===== src/rtl/mux_arb_pkg.sv =====
// Shared constants, state encoding and helpers for the round-robin mux arbiter.
package mux_arb_pkg;

  localparam int unsigned NREQ = 4;
  localparam int unsigned SW   = 2;

  typedef enum logic {IDLE, GRANT} state_e;

  function automatic logic [NREQ-1:0] onehot(input logic [SW-1:0] idx);
    logic [NREQ-1:0] v;
    v      = '0;
    v[idx] = 1'b1;
    return v;
  endfunction

endpackage


===== src/rtl/rr_pick.sv =====
// Rotating-priority pick: first asserted request scanning ptr+1 .. ptr (mod 4).
module rr_pick
  import mux_arb_pkg::*;
(
  input  logic [NREQ-1:0] req,
  input  logic [SW-1:0]   ptr,
  output logic [SW-1:0]   idx,
  output logic            any
);

  logic [SW-1:0] cand;

  always_comb begin
    idx  = '0;
    any  = 1'b0;
    cand = '0;
    // k == NREQ wraps to ptr itself, so the previous owner is scanned last
    for (int k = 1; k <= NREQ; k++) begin
      cand = ptr + SW'(k);
      if (!any && req[cand]) begin
        idx = cand;
        any = 1'b1;
      end
    end
  end

endmodule


===== src/rtl/mux_rr_arbiter.sv =====
// Round-robin arbiter driving a shared 4:1 data mux; grant, select and the
// selected data are all registered.
module mux_rr_arbiter #(
  parameter int unsigned NREQ     = 4,
  parameter int unsigned DW       = 1,
  parameter int unsigned MAX_HOLD = 4
) (
  input  logic                 clk,
  input  logic                 rst_n,
  input  logic [NREQ-1:0]      req,
  input  logic [NREQ*DW-1:0]   t,
  output logic [1:0]           s,
  output logic [NREQ-1:0]      gnt,
  output logic [DW-1:0]        y,
  output logic                 y_vld,
  output logic                 busy
);

  import mux_arb_pkg::*;

  localparam logic [3:0] MaxHold = 4'(MAX_HOLD);

  state_e            state_q;
  logic [SW-1:0]     ptr_q;
  logic [3:0]        hold_cnt_q;
  logic [NREQ-1:0]   gnt_q;
  logic [SW-1:0]     s_q;
  logic [DW-1:0]     y_q;
  logic              y_vld_q;

  logic [SW-1:0]     pick_ptr;
  logic [SW-1:0]     pick_idx;
  logic              pick_any;
  logic              owner_req;
  logic              release_grant;
  logic [3:0]        hold_inc;
  logic [DW-1:0]     owner_data;

  always_comb begin
    // On release the owner becomes the new last-granted index for this same edge
    pick_ptr      = (state_q == GRANT) ? s_q : ptr_q;
    owner_req     = req[s_q];
    hold_inc      = hold_cnt_q + 4'd1;
    release_grant = !owner_req || (hold_inc == MaxHold);
    owner_data    = '0;
    for (int i = 0; i < NREQ; i++) begin
      if (s_q == SW'(i)) owner_data = t[i*DW +: DW];
    end
  end

  rr_pick u_rr_pick (
    .req (req),
    .ptr (pick_ptr),
    .idx (pick_idx),
    .any (pick_any)
  );

  always_ff @(posedge clk or negedge rst_n) begin
    if (!rst_n) begin
      state_q    <= IDLE;
      ptr_q      <= SW'(NREQ - 1);
      hold_cnt_q <= '0;
      gnt_q      <= '0;
      s_q        <= '0;
      y_q        <= '0;
      y_vld_q    <= 1'b0;
    end else begin
      case (state_q)
        IDLE: begin
          y_vld_q <= 1'b0;
          if (pick_any) begin
            state_q    <= GRANT;
            gnt_q      <= onehot(pick_idx);
            s_q        <= pick_idx;
            hold_cnt_q <= '0;
          end
        end
        GRANT: begin
          y_vld_q <= owner_req;
          if (owner_req) y_q <= owner_data;
          if (!release_grant) begin
            hold_cnt_q <= hold_inc;
          end else begin
            ptr_q      <= s_q;
            hold_cnt_q <= '0;
            if (pick_any) begin
              gnt_q <= onehot(pick_idx);
              s_q   <= pick_idx;
            end else begin
              state_q <= IDLE;
              gnt_q   <= '0;
              s_q     <= '0;
            end
          end
        end
        default: state_q <= IDLE;
      endcase
    end
  end

  assign gnt   = gnt_q;
  assign s     = s_q;
  assign y     = y_q;
  assign y_vld = y_vld_q;
  assign busy  = |gnt_q;

endmodule


===== config.mk =====
export PLATFORM = sky130hd
export DESIGN_NAME = mux_rr_arbiter
export DESIGN_NICKNAME = d
export VERILOG_FILES = /design/src/rtl/mux_arb_pkg.sv /design/src/rtl/rr_pick.sv /design/src/rtl/mux_rr_arbiter.sv
export SDC_FILE = /design/constraint.sdc
export NUM_CORES = 1
export LEC_CHECK = 0
export CORE_UTILIZATION = 54
export CTS_CLUSTER_SIZE = 30
export DETAILED_ROUTE_END_ITERATION = 10
export GPL_TIMING_DRIVEN = 0
export MAX_ROUTING_LAYER = met4
export PLACE_DENSITY = 0.81
export SETUP_SLACK_MARGIN = 0.2
export SLEW_MARGIN = 15
export SYNTH_ARGS = -nofsm -noshare
export SYNTH_HDL_FRONTEND = slang
export SYNTH_SLANG_ARGS = --single-unit

===== constraint.sdc =====
create_clock -name clk -period 2.61 [get_ports clk]
set_input_delay 0.261 -clock clk [delete_from_list [all_inputs] [get_ports clk]]
set_output_delay 0.261 -clock clk [all_outputs]
set_load 0.05 [all_outputs]

* Word level (Yosys, flattened, before mapping)
Index checks and enable logic that the tools add are counted.
** Word-level totals
- Register bits after elaboration :: 15
- Word-level logic and storage cells :: 79
** Operators by class
- Add/subtract/negate cells :: 4
- Magnitude comparators :: 7
- Eq/ne operators :: 6
- Muxes and demuxes :: 40
- Bitwise operators :: 1
- Reduce and logical (&&, ||, !) cells :: 14
** Operators by type and width (number)
- $mux W4 :: 5
- $lt A2 B3 Y1 const B :: 6
- $mux W1 :: 16
- $mux W2 :: 8
- $pmux W4 S2 :: 2
- $bmux W1 S2 :: 5
- $reduce_and A2 Y1 :: 3
- $add A2 B2 Y2 const B :: 2
- $add A4 B1 Y4 const B :: 1
- $eq A2 B2 Y1 const B :: 2
- $eq A4 B3 Y1 const B :: 1
- $logic_and A1 B1 Y1 :: 4
- $logic_not A1 Y1 :: 4
- $pmux W1 S2 :: 2
- $pmux W2 S2 :: 1
- $reduce_or A4 Y1 :: 1
- $add A2 B1 Y2 const B :: 1
- $demux W1 S2 :: 1
- $eq A2 B1 Y1 const B :: 1
- $ge A2 B1 Y1 const B :: 1
- $logic_not A2 Y1 :: 1
- $ne A2 B1 Y1 const B :: 1
- $ne A2 B2 Y1 const B :: 1
- $logic_or A1 B1 Y1 :: 1
- $not A1 Y1 :: 1

* Logic depth before layout (Yosys ltp)
Gate-level depths: netlist of run 1.
- Depth in word-level cells :: 21
- Gate-level depth with buffers :: 6
- Gate-level depth less buffers :: 5

* Cells and area by module
A second synthesis of run 1 with hierarchy kept.
** Second synthesis, totals
- Cells, all modules :: 80
- Area, all modules :: 933.4 um^2
** By module, submodules not included
- mux_rr_arbiter :: instances 1, cells each 66, area each 842.1 um^2
- rr_pick :: instances 1, cells each 14, area each 91.3 um^2

* Least setup slack after synthesis of run 1
No wires, ideal clock.
- Kind :: reg2reg
- Start :: register s_q[0] (netlist: s[0])
- End :: register ptr_q[0]
- Arrival :: 1.793 ns
- Setup slack :: 0.732 ns
- Stages on the path, launching flop included :: 6
- Buffers on the path :: 1
- Cell sequence :: dfrtp_1 > buf_6 > mux2_4 > nand2b_4 > a41o_1 > mux2_1
** On the way
- Word-level cells in the longest chain between the ends :: 5
** RTL lines
- start, declared :: RTL line mux_rr_arbiter.sv:27 : logic [SW-1:0] s_q;
- start signal, assigned :: RTL line mux_rr_arbiter.sv:74 : s_q <= pick_idx;
- start signal, assigned :: RTL line mux_rr_arbiter.sv:88 : s_q <= pick_idx;
- $bmux W1 S2 :: RTL line mux_rr_arbiter.sv:42 : owner_req = req[s_q];
- $mux W1 (implied by the code) :: RTL line mux_rr_arbiter.sv:42
- $logic_not A1 Y1 :: RTL line mux_rr_arbiter.sv:44 : release_grant = !owner_req || (hold_inc == MaxHold);
- $logic_or A1 B1 Y1 :: RTL line mux_rr_arbiter.sv:44
- $reduce_and A2 Y1 (no source line)
- end signal, assigned :: RTL line mux_rr_arbiter.sv:61 : ptr_q <= SW'(NREQ - 1);
- end signal, assigned :: RTL line mux_rr_arbiter.sv:84 : ptr_q <= s_q;
- end, declared :: RTL line mux_rr_arbiter.sv:24 : logic [SW-1:0] ptr_q;
Parallel ways exist; a longest one is shown, timed or not. The select of a mux whose other input is x is not followed.
A chain may end at the register's enable or synchronous reset.

* Final worst setup path of run 1
- Start :: register s_q[1] (netlist: s[1])
- End :: output s[1]
** RTL lines
- end, declared :: RTL line mux_rr_arbiter.sv:12 : output logic [1:0] s,
No word-level cell between the ends.

==> summary.txt, run 1 <==
Clock tree
  – CTS Buffer Depth: 2
  – CTS tree: built
  – Post CTS Setup Buffer Count: 0
  – CTS Root Cell: clkbuf_4
  – CTS H-tree depth: 1
  – CTS buffer count: 3
  – TritonCTS Sinks: 15
  – CTS Hold Bufs: 0
  – Clock latency on the worst-skew pair: 290 ps
  – Clock Pin Slew Worst Setup and Hold Paths: 100 ps
  – Post-CTS resize count: 0

GRT
  – First-pass GRT wire length: 3460 um
  – Initial antenna violation count: 0
  – Vias in the first global route: 798
  – GR Util All Layers: 24.7%
  – Largest net degree at the start of global routing: 16
  – Remaining Overflow, GRT: 0

Die
  – Die Height: 44.2 um
  – Die width: 44.2 um
  – Initial Utilization: 60.9%
  – Row count: 14
  – Total die area: 1950 sq um
  – Num ports: 19
  – Core area: 1580 sq um

Route
  – Detailed Routing Iterations Pass 1: 9
  – DRC Markers: 1
  – Routed Antenna Nets: 0
  – Post-Route WL: 2080 um
  – Initial DRC count: 17
  – Via count: 794
  – Vias per inst: 6.46
  – Mean routed wirelength per cell: 16.9 um

Yosys
  – Register area share after synthesis: 39.4%
  – Post-synthesis cell area: 960 sq um
  – Synthesized Nets: 97
  – Synth async-reset ratio: 100%
  – Syn_area_per_cell: 11.3 sq um
  – Post-Syn Instances: 85
  – Yosys reg bits: 15
  – Synth area leaders: dfrtp_1 (34%), dfstp_2 (5.5%), inv_1 (4.7%)
  – Synth warn: 0
  – Post-synth EDFFs: 0
  – Post-synth top area cell: dfrtp_1
  – Post-synth top area share: 33.9%
  – Top_reg_cell synth: dfrtp_1
  – Yosys cell types: 41

Placement
  – Port bufs: 18
  – Placed Instances: 119
  – Post-DP HPWL: 1510 um
  – Placer Congestion: 0.847

Power and ir drop
  – Switch Pwr: 667 uW
  – Lkg Pwr: 0.000515 uW
  – Power Internal: 732 uW
  – Peak VDD IR: 891 uV
  – Net Sw Frac: 47.7%
  – Gate power share: 61.0%
  – PwrDens: 1180 nW/um^2
  – Clock power frac: 9.9%
  – Sequential Power Share: 29.1%

Setup path
  – Critical Path RT: 2350 ps
  – Top Family by Delay on Critical Path: buffers and inverters
  – Worst path cell trace: clkdlybuf4s50_1
  – Startpoint types: register
  – Crit end category: output port
  – Max stage delay cell, worst path: clkdlybuf4s50_1
  – CP peak stage delay: 860 ps
  – Worst Path Arrival: 1660 ps
  – Worst-path maximum fanout: 8
  – Critical path class: reg -> out
  – Worst path bufs/invs: 1

Layout
  – Antenna diodes: 0
  – Filler cells: 110
  – Final std cells w/o fill: 123
  – Area grow syn2layout: 23.7%
  – Fin nets: 120
  – Layout cells sized above 1: 17.8%

Timing
  – Slew HR: 54.5%
  – Fmax: 521 MHz
  – RSZ-0062 raised after global routing: false
  – Final setup fails: 0
  – Fin. max-slew vios: 0
  – Worst Hold Margin: 377 ps
  – Skew final: 3.23 ps
  – Final setup TNS: 0 ps
  – Tightest Pin Transition: 680 ps
  – Min cycle time layout: 1920 ps
  – Final Cycle Share: 73.5%
  – Fin. Hold Viols: 0

Outcome
  – Status: finished, violations left
  – Failing checks: design-rule violations

Run
  – Max cap viols: 0

Min path
  – Worst hold path type: in -> async
cell usage after synthesis, types with 2 or more instances:
cell type,instances
nand4_1,4
dfstp_2,2
nand3_1,2
mux2_1,2
buf_6,2
mux2i_1,3
nand2_1,5
o32ai_1,4
o22ai_1,2
o211a_1,2
o211ai_1,2
inv_1,12
nor2_1,2
ha_1,2
dfrtp_1,13
sequential cells by signal (all words and copies together), names as in the netlist:
| signal | count |
|---|---|
| hold_cnt_q | 4 |
| y_vld | 1 |
| gnt | 4 |
| y | 1 |
| ptr_q | 2 |
| s | 2 |
| state_q | 1 |
final timing paths:
check	slack [ps]	startpoint	depth (start not counted)	to
max	690	s[1]	1	s[1]
min in group clk	530	y	1	y
min reg2reg	530	y	1	y
min	380	rst_n	1	s[0]
max reg2reg	790	hold_cnt_q[0]	5	gnt[1]
max in group asynchronous	1800	rst_n	1	hold_cnt_q[0]
layout make-up:
type	count	area [sq um]	share of cell area, %
Buffer	2	22.5	1.90
Clock buffer	3	22.5	1.90
Clock inverter	1	5.00	0.421
Inverter	13	48.8	4.11
Multi-Input combinational cell	55	510	43.0
Sequential cell	15	378	31.8
Tap cell	16	20.0	1.69
Timing Repair Buffer	18	180	15.2
power groups by stage:
| stage | combinational [uW] | sequential (uW) | clock (uW) |
|---|---|---|---|
| floorplan | 438 | 584 | 0 |
| CTS | 850 | 408 | 137 |
| global route | 903 | 422 | 149 |
| detailed placement | 844 | 411 | 0 |
| global placement | 828 | 406 | 0 |
| finish | 852 | 407 | 139 |
per-stage QoR:
stage	utilization [%]	instance area (sq um)	worst slack, ps	total power (uW)
6_report	75.3	1190	692	1400
2_1_floorplan	-	960	732	1020
5_1_grt	75.3	1190	620	1470
4_1_cts	75.3	1190	687	1400
3_3_place_gp	73.6	1160	719	1230
3_5_place_dp	73.6	1160	676	1250
placed cells by master (no fill, tap or decap), types with 2 or more instances in the layout:
| cell type | n |
|---|---|
| nand3_1 | 2 |
| mux2i_1 | 3 |
| dfrtp_1 | 13 |
| nand4_1 | 4 |
| clkbuf_4 | 3 |
| nor2_1 | 2 |
| buf_6 | 2 |
| o32ai_1 | 4 |
| dfstp_2 | 2 |
| mux2_1 | 2 |
| o22ai_1 | 2 |
| inv_1 | 12 |
| clkdlybuf4s50_1 | 18 |
| ha_1 | 2 |
| nand2_1 | 5 |
| o211a_1 | 2 |
| o211ai_1 | 2 |
metal layers:
metal | part of all wire, % | track usage, % | up-vias
met5 | 0 | - | -
met4 | 1.1 | 7.27 | 0
met3 | 4.9 | 3.67 | 5
met2 | 51 | 42.6 | 29
met1 | 43 | 29.8 | 385
li1 | - | - | 375
kinds of logic after synthesis:
kind of cell | Yosys count | share of synthesized area (%)
AOI/OAI and AO/OA | 23 | 23.3
xor gates and xnor gates | 1 | 0.913
adders and majority gates | 2 | 2.61
buffers and inverters | 15 | 7.43
DFF | 15 | 39.4
muxes | 9 | 13.3
and+or+nand+nor | 20 | 13.0
Power figures use the tool's default switching activity.
==> inputs of run 2 (changes only) <==
--- a/config.mk
+++ b/config.mk
@@ -5,12 +5,12 @@
 export SDC_FILE = /design/constraint.sdc
 export NUM_CORES = 1
 export LEC_CHECK = 0
-export CORE_UTILIZATION = 54
+export CORE_UTILIZATION = 50
 export CTS_CLUSTER_SIZE = 30
 export DETAILED_ROUTE_END_ITERATION = 10
 export GPL_TIMING_DRIVEN = 0
 export MAX_ROUTING_LAYER = met4
-export PLACE_DENSITY = 0.81
+export PLACE_DENSITY = 0.76
 export SETUP_SLACK_MARGIN = 0.2
 export SLEW_MARGIN = 15
 export SYNTH_ARGS = -nofsm -noshare
==> constraint.sdc (replaced) <==
create_clock -name clk -period 1.88 [get_ports clk]
set_input_delay 0.188 -clock clk [delete_from_list [all_inputs] [get_ports clk]]
set_output_delay 0.188 -clock clk [all_outputs]
set_load 0.05 [all_outputs]
==> summary.txt, run 2 (synthesized netlist as in run 1, its figures left out) <==
Clock tree
  – CTS Hold Bufs: 0 (unchanged)
  – Clock Pin Slew Worst Setup and Hold Paths: 90 ps (about the same)
  – Clock latency on the worst-skew pair: 280 ps (about the same)
  – TritonCTS Sinks: 15 (unchanged)
  – CTS buffer count: 3 (unchanged)
  – CTS Root Cell: clkbuf_4
  – CTS tree: built
  – CTS Buffer Depth: 2 (unchanged)
  – CTS H-tree depth: 1 (unchanged)

Timing
  – RSZ-0062 raised after global routing: true
  – Final Cycle Share: 89.7%
  – Slew HR: 55.5% (+0.97 points)
  – Final setup TNS: 0 ps (unchanged)
  – Fmax: 593 MHz
  – Final setup fails: 0 (unchanged)
  – Fin. max-slew vios: 0 (unchanged)
  – Min cycle time layout: 1690 ps
  – Skew final: 1.88 ps (-1.35 ps)
  – Fin. Hold Viols: 0 (unchanged)
  – Worst Hold Margin: 306 ps (-71.0 ps)
  – Tightest Pin Transition: 666 ps (-14.5 ps)
  – Final worst slack: 194 ps (-498 ps)

GRT
  – First-pass GRT wire length: 3340 um (-3.6%)
  – Largest net degree at the start of global routing: 16 (unchanged)
  – GR Util All Layers: 23.7% (-1.0 points)
  – Vias in the first global route: 740 (-7.3%)
  – Remaining Overflow, GRT: 0 (unchanged)
  – Initial antenna violation count: 0 (unchanged)

Route
  – Via count: 837 (+5.4%)
  – Initial DRC count: 10 (-7)
  – Mean routed wirelength per cell: 16.3 um (-3.8%)
  – DRC Markers: 0 (-1)
  – Routed Antenna Nets: 0 (unchanged)
  – Post-Route WL: 2260 um (+8.8%)
  – Vias per inst: 6.02 (-6.7%)
  – Detailed Routing Iterations Pass 1: 4 (-5)

Placement
  – Cell Area, Placed: 1170 sq um (+1.1%)
  – Pre-CTS WS: 2.78 ps (-673 ps)
  – Placer Congestion: 0.747 (-12%)
  – Port bufs: 18 (unchanged)
  – Post-DP HPWL: 1430 um (-5.3%)

Run
  – Max cap viols: 0 (unchanged)

Layout
  – Most frequent cells in the layout: clkdlybuf4s50_1 (13), inv_1 (11), dfrtp_1 (9)
  – FF+latch area: 383 sq um (+1.3%)
  – Antenna diodes: 0 (unchanged)
  – Fin nets: 127 (+5.8%)
  – Area occupied by multi-input gates: 607 sq um (+19%)
  – Design Area, Final: 1370 sq um (+15%)
  – Filler cells: 112 (+1.8%)
  – Area grow syn2layout: 42.2%
  – Commonest non-fill, non-tap cell in the layout: clkdlybuf4s50_1
  – Layout cells sized above 1: 32.5% (+15 points)

Power and ir drop
  – Peak VDD IR: 1100 uV (+24%)
  – Design Power: 2110 uW (+51%)
  – PwrDens: 1550 nW/um^2 (+32%)
  – Lkg Pwr: 0.000582 uW (+13%)

Setup path
  – Worst-path maximum fanout: 6 (-2)
  – Crit end category: register
  – Reg-to-reg startpoint: s[0]
  – Critical path class: reg -> reg
  – Reg-to-reg endpoint: gnt[2]
  – Max stage delay cell, worst path: dfrtp_2
  – Critical Path RT: 2040 ps (-310 ps)
  – Worst Path Arrival: 1840 ps (+180 ps)
  – Worst Reg-to-Reg Cells: 6 (+1)
  – Startpoint types: register
  – Worst path cell trace: buf_6 -> mux2_4 -> a2bb2oi_4 -> inv_4 -> a31oi_4 -> o32ai_1
  – CP peak stage delay: 410 ps (-450 ps)
  – Reg2reg setup slack: 190 ps (-600 ps)

Die
  – Num ports: 19 (unchanged)
  – Die Height: 45.8 um (+3.7%)
  – Total die area: 2100 sq um (+7.6%)
  – Core area: 1760 sq um (+12%)
  – Row count: 15 (+1)
  – Die width: 45.8 um (+3.7%)
  – Initial Utilization: 54.4% (-6.5 points)

Outcome
  – Status: finished clean

Min path
  – Worst hold path type: in -> async
run 2: critical path: cells and delay by family (launching register included):
family | cells | cell delay (ps)
buffers and inverters | 2 | 220
DFF | 1 | 410
AOI/OAI and AO/OA | 3 | 610
muxes | 1 | 320
run 2: power by group:
| part | total [uW] | switching (uW) | internal [uW] |
|---|---|---|---|
| registers | 594 | 131 | 463 |
| logic | 1330 | 754 | 580 |
| clock network | 187 | 105 | 82.4 |
run 2: worst max path at each step:
stage / depth (start not counted) / end / startpoint / slack (ps)
after floorplan: 5 / ptr_q[0] / s[0] / 150
after global placement: 5 / s[0] / req[3] / 50
after detailed placement: 5 / s[0] / req[3] / 3
after CTS: 4 / s[0] / hold_cnt_q[3] / 180
after global routing: 6 / gnt[2] / s[0] / 130
final: 6 / gnt[2] / s[0] / 190
run 2: what timing repair did:
action | CTS | global route
gates resized for setup | 6 | 20
endpoints found under the setup margin | 10 | 12
setup buffers | 1 | 6
pin swaps | 1 | 5
run 2: area by class of cell:
| class | count | share of cell area (%) |
|---|---|---|
| buffer | 2 | 1.65 |
| multi-input combinational | 55 | 44.5 |
| clock buffer | 4 | 1.92 |
| sequential | 15 | 28.0 |
| tap | 25 | 2.29 |
| timing repair buffer | 25 | 17.7 |
| inverter | 13 | 3.94 |
run 2: layer usage:
metal | vias up | track usage, % | part of all wire [%]
met5 | - | - | 0
met4 | 0 | 8.82 | 2.7
met3 | 9 | 5.95 | 4.4
met2 | 23 | 38.6 | 48
met1 | 416 | 28.1 | 45
li1 | 389 | - | -
run 2: through the flow:
stage                     util (%)  instances
final                         77.4        139
after CTS                     69.9        133
after detailed placement      66.5        128
after global routing          77.4        139
after floorplan                  -         85
after global placement        66.5        128
